$ cat src/rtl/mult_pkg.sv
// Shared definitions for the sequential shift-and-add multiplier: state
// encoding and the iteration-counter width helper.
package mult_pkg;

    typedef enum logic [1:0] {
        ST_IDLE = 2'd0,
        ST_CALC = 2'd1,
        ST_FIX  = 2'd2
    } state_t;

    function automatic int CNT_W(input int n);
        return $clog2(n);
    endfunction

endpackage

$ cat src/rtl/seq_mult_nbit_if.sv
// Start/ready/done handshake bundle between a requester and seq_mult_nbit.
interface seq_mult_nbit_if #(
    parameter int N = 8
);
    logic           start;
    logic           clear;
    logic           is_signed;
    logic [N-1:0]   a;
    logic [N-1:0]   b;
    logic           ready;
    logic           busy;
    logic           done;
    logic [2*N-1:0] product;

    modport master (
        output start, clear, is_signed, a, b,
        input  ready, busy, done, product
    );

    modport slave (
        input  start, clear, is_signed, a, b,
        output ready, busy, done, product
    );
endinterface

$ cat src/rtl/addsub_nbit.sv
// Plain W-bit ripple adder with carry-in and carry-out.
module addsub_nbit #(
    parameter int W = 9
) (
    input  logic [W-1:0] a,
    input  logic [W-1:0] b,
    input  logic         cin,
    output logic [W-1:0] sum,
    output logic         cout
);

    assign {cout, sum} = {1'b0, a} + {1'b0, b} + {{W{1'b0}}, cin};

endmodule

$ cat src/rtl/seq_mult_nbit.sv
// Iterative N x N shift-and-add multiplier, one partial product per clock,
// with optional two's-complement operation via sign-magnitude conversion.
module seq_mult_nbit
    import mult_pkg::*;
#(
    parameter int N         = 8,
    parameter bit SIGNED_EN = 1'b1
) (
    input  logic     clk,
    input  logic     rst_n,
    seq_mult_nbit_if.slave bus
);

    localparam int CW = CNT_W(N);

    state_t         state;
    state_t         state_nx;
    logic [N:0]     acc_hi;
    logic [N-1:0]   acc_lo;
    logic [N-1:0]   mcand;
    logic           sgn;
    logic [CW-1:0]  cnt;
    logic           done_q;
    logic [2*N-1:0] product_q;

    logic           accept;
    logic           last;
    logic           signed_mode;
    logic [N-1:0]   mag_a;
    logic [N-1:0]   mag_b;
    logic [N:0]     addend;
    logic [N:0]     sum;
    logic           cout;
    logic [2*N-1:0] acc;

    assign accept      = (state == ST_IDLE) && bus.start && !bus.clear;
    assign last        = (cnt == CW'(N - 1));
    assign signed_mode = SIGNED_EN && bus.is_signed;
    assign mag_a       = (signed_mode && bus.a[N-1]) ? -bus.a : bus.a;
    assign mag_b       = (signed_mode && bus.b[N-1]) ? -bus.b : bus.b;
    assign addend      = acc_lo[0] ? {1'b0, mcand} : '0;
    assign acc         = {acc_hi[N-1:0], acc_lo};

    addsub_nbit #(.W(N + 1)) u_add (
        .a    (acc_hi),
        .b    (addend),
        .cin  (1'b0),
        .sum  (sum),
        .cout (cout)
    );

    always_ff @(posedge clk or negedge rst_n) begin
        if (!rst_n) state <= ST_IDLE;
        else        state <= state_nx;
    end

    always_comb begin
        state_nx = state;
        case (state)
            ST_IDLE: if (accept) state_nx = ST_CALC;
            ST_CALC: begin
                if (bus.clear)  state_nx = ST_IDLE;
                else if (last)  state_nx = ST_FIX;
            end
            ST_FIX:  state_nx = ST_IDLE;
            default: state_nx = ST_IDLE;
        endcase
    end

    // The carry-out never sets (acc_hi + mcand < 2^(N+1)), so it doubles as the zero fill.
    always_ff @(posedge clk or negedge rst_n) begin
        if (!rst_n) begin
            acc_hi    <= '0;
            acc_lo    <= '0;
            mcand     <= '0;
            sgn       <= 1'b0;
            cnt       <= '0;
            done_q    <= 1'b0;
            product_q <= '0;
        end else begin
            done_q <= 1'b0;
            case (state)
                ST_IDLE: begin
                    if (accept) begin
                        sgn    <= signed_mode && (bus.a[N-1] ^ bus.b[N-1]);
                        mcand  <= mag_a;
                        acc_hi <= '0;
                        acc_lo <= mag_b;
                        cnt    <= '0;
                    end
                end
                ST_CALC: begin
                    if (!bus.clear) begin
                        acc_hi <= {cout, sum[N:1]};
                        acc_lo <= {sum[0], acc_lo[N-1:1]};
                        cnt    <= cnt + CW'(1);
                    end
                end
                ST_FIX: begin
                    if (!bus.clear) begin
                        product_q <= sgn ? -acc : acc;
                        done_q    <= 1'b1;
                    end
                end
                default: ;
            endcase
        end
    end

    assign bus.ready   = (state == ST_IDLE);
    assign bus.busy    = (state == ST_CALC) || (state == ST_FIX);
    assign bus.done    = done_q;
    assign bus.product = product_q;

endmodule

$ cat src/flat_wrapper.sv
// flat-port wrapper written by rule: the top's interface ports become plain ports
module seq_mult_nbit_flat import mult_pkg::*;
#(
    parameter int N         = 8,
    parameter bit SIGNED_EN = 1'b1
)
  (clk, rst_n, bus_start, bus_clear, bus_is_signed, bus_a, bus_b, bus_ready, bus_busy, bus_done, bus_product);
  seq_mult_nbit_if #(.N(N)) bus_i ();
  input  logic clk;
  input  logic rst_n;
  input wire logic [$bits(bus_i.start)-1:0] bus_start;
  input wire logic [$bits(bus_i.clear)-1:0] bus_clear;
  input wire logic [$bits(bus_i.is_signed)-1:0] bus_is_signed;
  input wire logic [$bits(bus_i.a)-1:0] bus_a;
  input wire logic [$bits(bus_i.b)-1:0] bus_b;
  output wire logic [$bits(bus_i.ready)-1:0] bus_ready;
  output wire logic [$bits(bus_i.busy)-1:0] bus_busy;
  output wire logic [$bits(bus_i.done)-1:0] bus_done;
  output wire logic [$bits(bus_i.product)-1:0] bus_product;
  assign bus_i.start = bus_start;
  assign bus_i.clear = bus_clear;
  assign bus_i.is_signed = bus_is_signed;
  assign bus_i.a = bus_a;
  assign bus_i.b = bus_b;
  assign bus_ready = bus_i.ready;
  assign bus_busy = bus_i.busy;
  assign bus_done = bus_i.done;
  assign bus_product = bus_i.product;
  seq_mult_nbit #(.N(N), .SIGNED_EN(SIGNED_EN)) u_core (.clk(clk), .rst_n(rst_n), .bus(bus_i));
endmodule
$ cat config.mk
export PLATFORM = sky130hd
export DESIGN_NAME = seq_mult_nbit_flat
export DESIGN_NICKNAME = d
export VERILOG_FILES = /design/src/rtl/mult_pkg.sv /design/src/rtl/seq_mult_nbit_if.sv /design/src/rtl/addsub_nbit.sv /design/src/rtl/seq_mult_nbit.sv /design/src/flat_wrapper.sv
export SDC_FILE = /design/constraint.sdc
export NUM_CORES = 1
export LEC_CHECK = 0
export CAP_MARGIN = 20
export CELL_PAD_IN_SITES_DETAIL_PLACEMENT = 0
export CELL_PAD_IN_SITES_GLOBAL_PLACEMENT = 1
export CORE_AREA = 2 2 80 98
export CTS_CLUSTER_DIAMETER = 40
export DETAILED_ROUTE_END_ITERATION = 8
export DIE_AREA = 0 0 82 100
export HOLD_SLACK_MARGIN = 0.05
export PLACE_DENSITY = 0.75
export SKIP_CTS_REPAIR_TIMING = 1
export SLEW_MARGIN = 20
export SYNTH_ARGS = -nofsm -noshare
export SYNTH_HDL_FRONTEND = slang
export SYNTH_SLANG_ARGS = --single-unit
export TNS_END_PERCENT = 10
$ cat constraint.sdc
create_clock -name clk -period 3.3 [get_ports clk]
set_clock_uncertainty 0.2 [all_clocks]
set_input_delay 0.66 -clock clk [delete_from_list [all_inputs] [get_ports clk]]
set_output_delay 0.66 -clock clk [all_outputs]
set_load 0.01 [all_outputs]
# ---- Word-level counts from Yosys, hierarchy flattened
# Index checks and enable logic that the tools add are counted.
# Widths: inputs -> output; s select.
dict set report totals {
  ff_bits 48
  wordCells 53
}
dict set report classes {
  add_sub_neg 5
  n_reduce_logical 13
  mux 19
  n_bitwise 2
  n_eq_ne 6
}
# operator count
set ops {}
lappend ops {{$mux 8} 5}
lappend ops {{$mux 9} 2}
lappend ops {{$pmux 9 s2} 1}
lappend ops {{$mux 16} 1}
lappend ops {{$neg 16->16} 1}
lappend ops {{$neg 8->8} 2}
lappend ops {{$pmux 8 s2} 1}
lappend ops {{$add 9x9->10} 1}
lappend ops {{$mux 2} 3}
lappend ops {{$mux 3} 2}
lappend ops {{$pmux 3 s2} 1}
lappend ops {{$reduce_and 2->1} 3}
lappend ops {{$logic_and 1x1->1} 5}
lappend ops {{$pmux 2 s2} 1}
lappend ops {{$add 3x1->3 const B} 1}
lappend ops {{$eq 3x3->1 const B} 1}
lappend ops {{$ne 3x2->1 const B} 1}
lappend ops {{$reduce_and 3->1} 1}
lappend ops {{$eq 2x1->1 const B} 1}
lappend ops {{$eq 2x2->1 const B} 1}
lappend ops {{$logic_not 2->1} 1}
lappend ops {{$mux 1} 2}
lappend ops {{$ne 2x1->1 const B} 1}
lappend ops {{$ne 2x2->1 const B} 1}
lappend ops {{other kinds (5)} 5}

# ---- Depth between registers and ports, before layout
# Gate-level depths: netlist (run 1).
dict set report logic_depth {
  word_depth 5
  depth_mapped 10
  ltp_nobuf 9
}

# ---- Modules after synthesis
# A second synthesis (run 1) with hierarchy kept.
dict set report unflattened {
  hier_cells 345
  area_unflattened_um2 3020.4
}
# module cells_each area_per_inst_um2 n_inst seq_area_each_um2
set modules_own_cells {}
lappend modules_own_cells {seq_mult_nbit 296 2645.0 1 1201.2}
lappend modules_own_cells {addsub_nbit 49 375.4 1 0.0}

# ---- Least setup slack after synthesis (run 1)
# No wires, ideal clock.
dict set report synth_path {
  path_kind {register to register}
  from {register u_core.acc_lo[0]}
  to {register u_core.acc_hi[5]}
  n_path_buf 1
  required_time_ns 2.990
  setup_slack_ns 0.898
  arrival_time_ns 2.091
  stages_incl_launch_ff 11
  synth_period_minus_slack_ns 2.402
  path_cell_list {dfrtp_1 clkbuf_1 and2_1 ha_1 inv_1 fa_1 nor2b_1 o31ai_1 a21boi_0 nor3_1 o41ai_1}
}
dict set report synth_via {
  elab_chain_len 4
}
# element line_no
set synth_lines {}
lappend synth_lines {{from (decl)} seq_mult_nbit.sv:19} ;# logic [N-1:0] acc_lo;
lappend synth_lines {{from (signal assigned)} seq_mult_nbit.sv:88} ;# acc_lo <= mag_b;
lappend synth_lines {{from (signal assigned)} seq_mult_nbit.sv:95} ;# acc_lo <= {sum[0], acc_lo[N-1:1]};
lappend synth_lines {{$mux 8} seq_mult_nbit.sv:41} ;# assign addend = acc_lo[0] ? {1'b0, mcand} : '0;
lappend synth_lines {{$add 9x9->10} addsub_nbit.sv:12} ;# assign {cout, sum} = {1'b0, a} + {1'b0, b} + {{W{1'b0}}, cin};
lappend synth_lines {{$mux 9} seq_mult_nbit.sv:93} ;# if (!bus.clear) begin
lappend synth_lines {{$pmux 9 s2} seq_mult_nbit.sv:82} ;# case (state)
lappend synth_lines {{to (signal assigned)} seq_mult_nbit.sv:94} ;# acc_hi <= {cout, sum[N:1]};
lappend synth_lines {{to (decl)} seq_mult_nbit.sv:18} ;# logic [N:0] acc_hi;
# No other way between the ends. The select of a mux whose other input is x is not followed.
# A chain may end at the register's enable or synchronous reset.

# ---- Worst setup path in the final report (run 1)
# Ends and elaborated chain as after synthesis.

==> results.md, run 1 <==
- Status: completed
- Fin. max-slew vios: 0
- Number of synthesized flops with an enable pin: 0
- Die Y: ~100 um
- Synth Flop Type: dfrtp_1
- Net count, final: a little over 400
- Crit-path max FO: 12
- Net Sw Frac: 0.397
- Final wirelength: 5860 um
- Total iterations of the first detailed-routing run: 4
- RR Startpoint: u_core.acc_lo[0]
- Pwr dens: 658 mW/mm^2
- Antenna diodes: 0
- DRT iter0 DRCs: 88
- Synth cell types: 45
- Synth top area cells: dfrtp_1 40%, nand2_1 7.3%, ha_1 7.2%
- Logic pwr share: 0.410
- Synth top area share: 0.405
- Worst EP required: 3.29 ns
- Number of routed nets with antenna violations: 0
- Reg2Reg Capture Point: u_core.acc_hi[5]
- Fillers: 730
- CP startpoint kind: flop
- Gpl congestion: 0.754
- Grt total ovfl: 0
- Peak per-stage delay on the critical path: approximately 0.52 ns
- Cells after synthesis: 329
- Vias in the first global route: around 2200
- Post-detail-place hpwl: 4480 um
- # setup viols final: 0
- Syn_nets: 368
- Crit path cell chain: and2_1 > ha_1 > inv_1 > fa_1 > nor2b_1 > o31ai_1 > a21boi_0 > nor3_1 > o41ai_1
- DRC Markers: 0
- IO Port Bufs: 39
- Most instantiated cells after synthesis: 58 x nand2_1, 48 x dfrtp_1, 42 x o21ai_0, 19 x xor2_1, 17 x ha_1
- Setup TNS: 0 ns
- Max Cap Viol: 0
- Async S/R FF share, synth: 1.00
- Starting density of the core: 0.404
- Clk pwr share: 0.180
- Clk Latency, worst-skew pair: 0.30 ns
- Fin crit share: 0.771
- Grt met2 use: 0.256
- Seq cells post-synth: between 40 and 50
- Biggest area consumer among synthesized cells: dfrtp_1
- Syn_area_per_cell: 9.02 um^2
- Yosys synthesis warning count: 0
- CTS max path bufs: 2
- Post-DP Area: 0.00344 mm^2
- Clock Tree Root: clkbuf_8
- Max_slew headroom: 0.356
- Final hold viol count: 0
- Rows: 35
- Synthesis-to-layout area growth: 19.5%
- Final core utilization: 0.482
- First-pass GRT wire length: roughly 10000 um
- RSZ-0062 raised after global routing: false
- Vias per inst: 5.04
- Die Area: 0.00820 mm^2
- Switch Pwr: roughly 930 uW
- CP bufs+invs: 1
- Worst-Margin Slew: 0.967 ns
- Cell area after layout: 0.00355 mm^2
- Count leader, synth: nand2_1
- Layout cells sized above 1: 0.0521
- Die Span X: 82 um
- Internal power: 1410 uW
- R2R cell count: 9
- Antenna violations before repair: 0
- Gr usage total: 0.160
- Htree depth: 2
- WL per Instance: 12.8 um
- Num ports: 40
- GR Layer Usage met3: 0.0315
- CP arrival: 2.53 ns
- Tmin final: around 2.5 ns
- Seq/Total Area, Yosys: 0.405
- Worst vdd ir: 0.324 mV
- Critical Path Stages: 9
- Clock sinks: 48
- Area of the mapped netlist: 0.00297 mm^2
- Worst-path clk slew: 0.09 ns
- FMAX: 393 MHz
- Largest net degree at the start of global routing: 49
- R2R setup slack: 0.76 ns
- Seq pwr share: 0.411
- DR vias: 2305
- Leakage: around 0.0016 uW
- CTS tree: yes
- Critical path capture point type: flop
- CP delay by family, top: compound AO/OA/AOI/OAI gates
- Most Crowded Layer GR: met2
- Core area: 0.00736 mm^2
- Total CTS buffers: 5
- CP max-delay cell: dfrtp_1
- Worst Hold Class: primary input to asynchronous set/reset pin
- Grt met1 use: 0.218
- Crit path kind: flop to flop
cell families after synthesis:
logic type / count (synthesis) / share of synthesized area
compound gates: 88 / 0.193
mux: 8 / 0.0274
flops: 48 / 0.405
xor+xnor: 27 / 0.0796
fa+ha+maj: 18 / 0.0784
buf+inv: 32 / 0.0421
simple gates: 108 / 0.175
routing by layer:
metal	up-vias	wire length, um
met4	0	70
met2	54	2760
li1	1208	-
met1	1038	2760
met3	5	274
met5	-	0
state kept, by name, indices dropped and copies added (netlist names):
register,cells
u_core.mcand,8
u_core.sgn,1
u_core.acc_lo,8
u_core.cnt,3
u_core.bus.done,1
u_core.state,2
u_core.acc_hi,9
u_core.bus.product,16
layout make-up:
cell class,instances,area (um^2),area share
inverter,17,63.8,0.0180
tap,92,115,0.0324
sequential,48,1200,0.339
timing repair buffer,43,418,0.118
clock inverter,2,35.0,0.00987
clock buffer,6,72.6,0.0205
multi-input combinational,249,1640,0.463
through the flow:
step	cells	setup slack (ns)	total power (uW)	hold WS, ns
finish	457	0.755	2330	0.166
global placement	449	0.706	1910	0.257
CTS	457	0.725	2360	0.282
global route	457	0.498	2540	0.207
floorplan	329	0.898	1660	0.164
detailed placement	449	0.642	1930	0.263
cell usage in the layout, fill, tap and decap left out, types with 8 or more instances in the layout:
cell type	n
a21oi_1	11
clkdlybuf4s50_1	38
dfrtp_1	48
ha_1	17
inv_1	16
nand2_1	58
nor2_1	10
o21ai_0	42
o31ai_1	10
xnor2_1	8
xor2_1	19
worst max-delay path by stage:
stage,to,from,slack [ns]
6_report,u_core.acc_hi[5],u_core.acc_lo[0],0.76
5_1_grt,u_core.acc_hi[5],u_core.acc_lo[0],0.50
4_1_cts,u_core.acc_hi[5],u_core.acc_lo[0],0.72
3_5_place_dp,u_core.acc_lo[6],bus_start,0.64
3_3_place_gp,u_core.acc_lo[6],bus_start,0.71
2_1_floorplan,u_core.acc_hi[5],u_core.acc_lo[0],0.90
worst register-to-register path, stage by stage, from the launching register on:
cell,delay [ns]
dfrtp_1,0.52
and2_1,0.18
ha_1,0.17
inv_1,0.06
fa_1,0.39
nor2b_1,0.16
o31ai_1,0.12
a21boi_0,0.25
nor3_1,0.07
o41ai_1,0.30
power by group through the flow:
stage / clock (uW) / sequential, uW / combinational [uW]
2_1_floorplan: 0 / 867 / 788
3_3_place_gp: 0 / 964 / 950
3_5_place_dp: 0 / 970 / 964
4_1_cts: 433 / 957 / 966
5_1_grt: 455 / 991 / 1100
6_report: 419 / 959 / 957
No activity file was read; power rests on OpenSTA's default activity.
==> run 2: changes to the inputs <==
- clock period: 3.3 -> 2.48 ns (I/O delays scaled with it)
==> results.md, run 2 (synthesized netlist as in run 1, its figures left out) <==
- RSZ-0062 raised after global routing: true
- Max Cap Viol: 0
- Clock sinks: 48
- Post-detail-place hpwl: 4590 um
- Post-DP Area: 0.00351 mm^2
- CTS max path bufs: 2
- Rows: 35
- Final core utilization: 0.496
- DRT iter0 DRCs: 60
- Grt met1 use: 0.196
- Number of routed nets with antenna violations: 0
- Switch Pwr: between 1000 and 1500 uW
- Crit-path max FO: 5
- Grt met2 use: 0.259
- Synthesis-to-layout area growth: 22.9%
- # setup viols final: 0
- Die Area: 0.00820 mm^2
- FMAX: roughly 420 MHz
- Gpl congestion: 0.743
- Seq pwr share: 0.389
- Commonest non-fill, non-tap cell in the layout: nand2_1
- Leakage: 0.00163 uW
- Final hold viol count: 0
- First-pass GRT wire length: 9960 um
- Worst-Margin Slew: ~0.71 ns
- Layout cells sized above 1: 0.0955
- Core area: between 0.007 and 0.008 mm^2
- Crit path kind: flop to flop
- Gr usage total: 0.155
- Crit path cell chain: buf_4 > buf_4 > inv_2 > ha_2 > or3b_4 > or2_4 > o41ai_4 > xor2_1 > o21ai_1
- Internal power: just under 2000 uW
- Place WS: 0.0521 ns
- DRC Markers: 0
- Antenna diodes: 0
- Worst Hold Class: primary input to asynchronous set/reset pin
- Vias in the first global route: 2198
- Clk Latency, worst-skew pair: 0.30 ns
- Fin. max-slew vios: 0
- Final wirelength: 5820 um
- Critical path capture point type: flop
- GR Layer Usage met3: 0.0270
- Tmin final: 2.41 ns
- CP arrival: 2.39 ns
- Total iterations of the first detailed-routing run: 4
- Worst vdd ir: 0.291 mV
- Starting density of the core: 0.404
- Die Y: 100 um
- CTS tree: yes
- CP startpoint kind: flop
- Clk pwr share: 0.175
- Final setup margin: 0.0734 ns
- CP bufs+invs: 3
- Status: completed
- Largest net degree at the start of global routing: 49
- WL per Instance: between 10 and 15 um
- Most frequent cells in the layout: 58 x nand2_1, 48 x dfrtp_1, 42 x o21ai_0
- Die Span X: slightly above 80 um
- Most Crowded Layer GR: met2
- Net count, final: 415
- CP delay by family, top: simple AND/OR/NAND/NOR gates
- CP max-delay cell: dfrtp_1
- Peak per-stage delay on the critical path: 0.42 ns
- Logic pwr share: 0.436
- Net Sw Frac: 0.389
- DR vias: 2342
- Clock Tree Root: clkbuf_8
- Worst-path clk slew: 0.09 ns
- Max_slew headroom: 0.523
- Num ports: 40
- IO Port Bufs: 39
- Vias per inst: 4.99
- Htree depth: 2
- Total CTS buffers: 5
- Max FFs per register: 16
- Worst EP required: 2.46 ns
- Grt total ovfl: 0
- Pwr dens: 873 mW/mm^2
- Crit-path most repeated cell: buf_4
- Cell area after layout: 0.00365 mm^2
- Antenna violations before repair: 0
- Fin crit share: 0.970
run 2: per-layer routing:
layer	wire length (um)	vias to the layer above
li1	-	1239
met1	2730	1044
met2	2790	51
met3	189	8
met4	118	0
met5	0	-
run 2: final timing paths:
check	startpoint	endpoint	slack (ns)	cells after the start
max	u_core.acc_lo[0]	u_core.bus.product[8]	0.07	9
min	rst_n	u_core.bus.product[7]	0.08	2
max reg2reg	u_core.acc_lo[0]	u_core.bus.product[8]	0.07	9
min reg2reg	u_core.mcand[6]	u_core.mcand[6]	0.27	2
max in group asynchronous	rst_n	u_core.mcand[4]	1.61	2
min in group clk	u_core.mcand[6]	u_core.mcand[6]	0.27	2
run 2: power by group through the flow:
stage / Sequential (uW) / Combinational (uW) / Clock (uW)
after floorplan: 1150 / 1050 / 0
final: 1240 / 1390 / 557
after CTS: 1240 / 1380 / 579
after global placement: 1250 / 1360 / 0
after detailed placement: 1260 / 1370 / 0
after global routing: 1280 / 1580 / 606
run 2: through the flow:
step | cells | hold slack [ns] | setup TNS, ns | power [uW]
finish | 469 | 0.0809 | 0 | 3190
global route | 469 | 0.133 | -0.248 | 3470
CTS | 467 | 0.0936 | 0 | 3200
detailed placement | 459 | 0.263 | 0 | 2630
global placement | 459 | 0.256 | 0 | 2600
floorplan | 329 | 0.000409 | 0 | 2200
run 2: cell type report:
type                    count  area, um^2
fillers                   729        3710
multi-input cells         249        1650
flip-flops and latches     48        1200
repair buffers             55         505
well taps                  92         115
clock buffers               5        68.8
inverters                  17        63.8
clock inverters             3        42.5
run 2: worst reg2reg max path, stage by stage, from the launching register on:
cell     delay, ns
dfrtp_1       0.42
buf_4         0.14
buf_4         0.14
inv_2         0.06
ha_2          0.17
or3b_4        0.41
or2_4         0.30
o41ai_4       0.22
xor2_1        0.17
o21ai_1       0.07
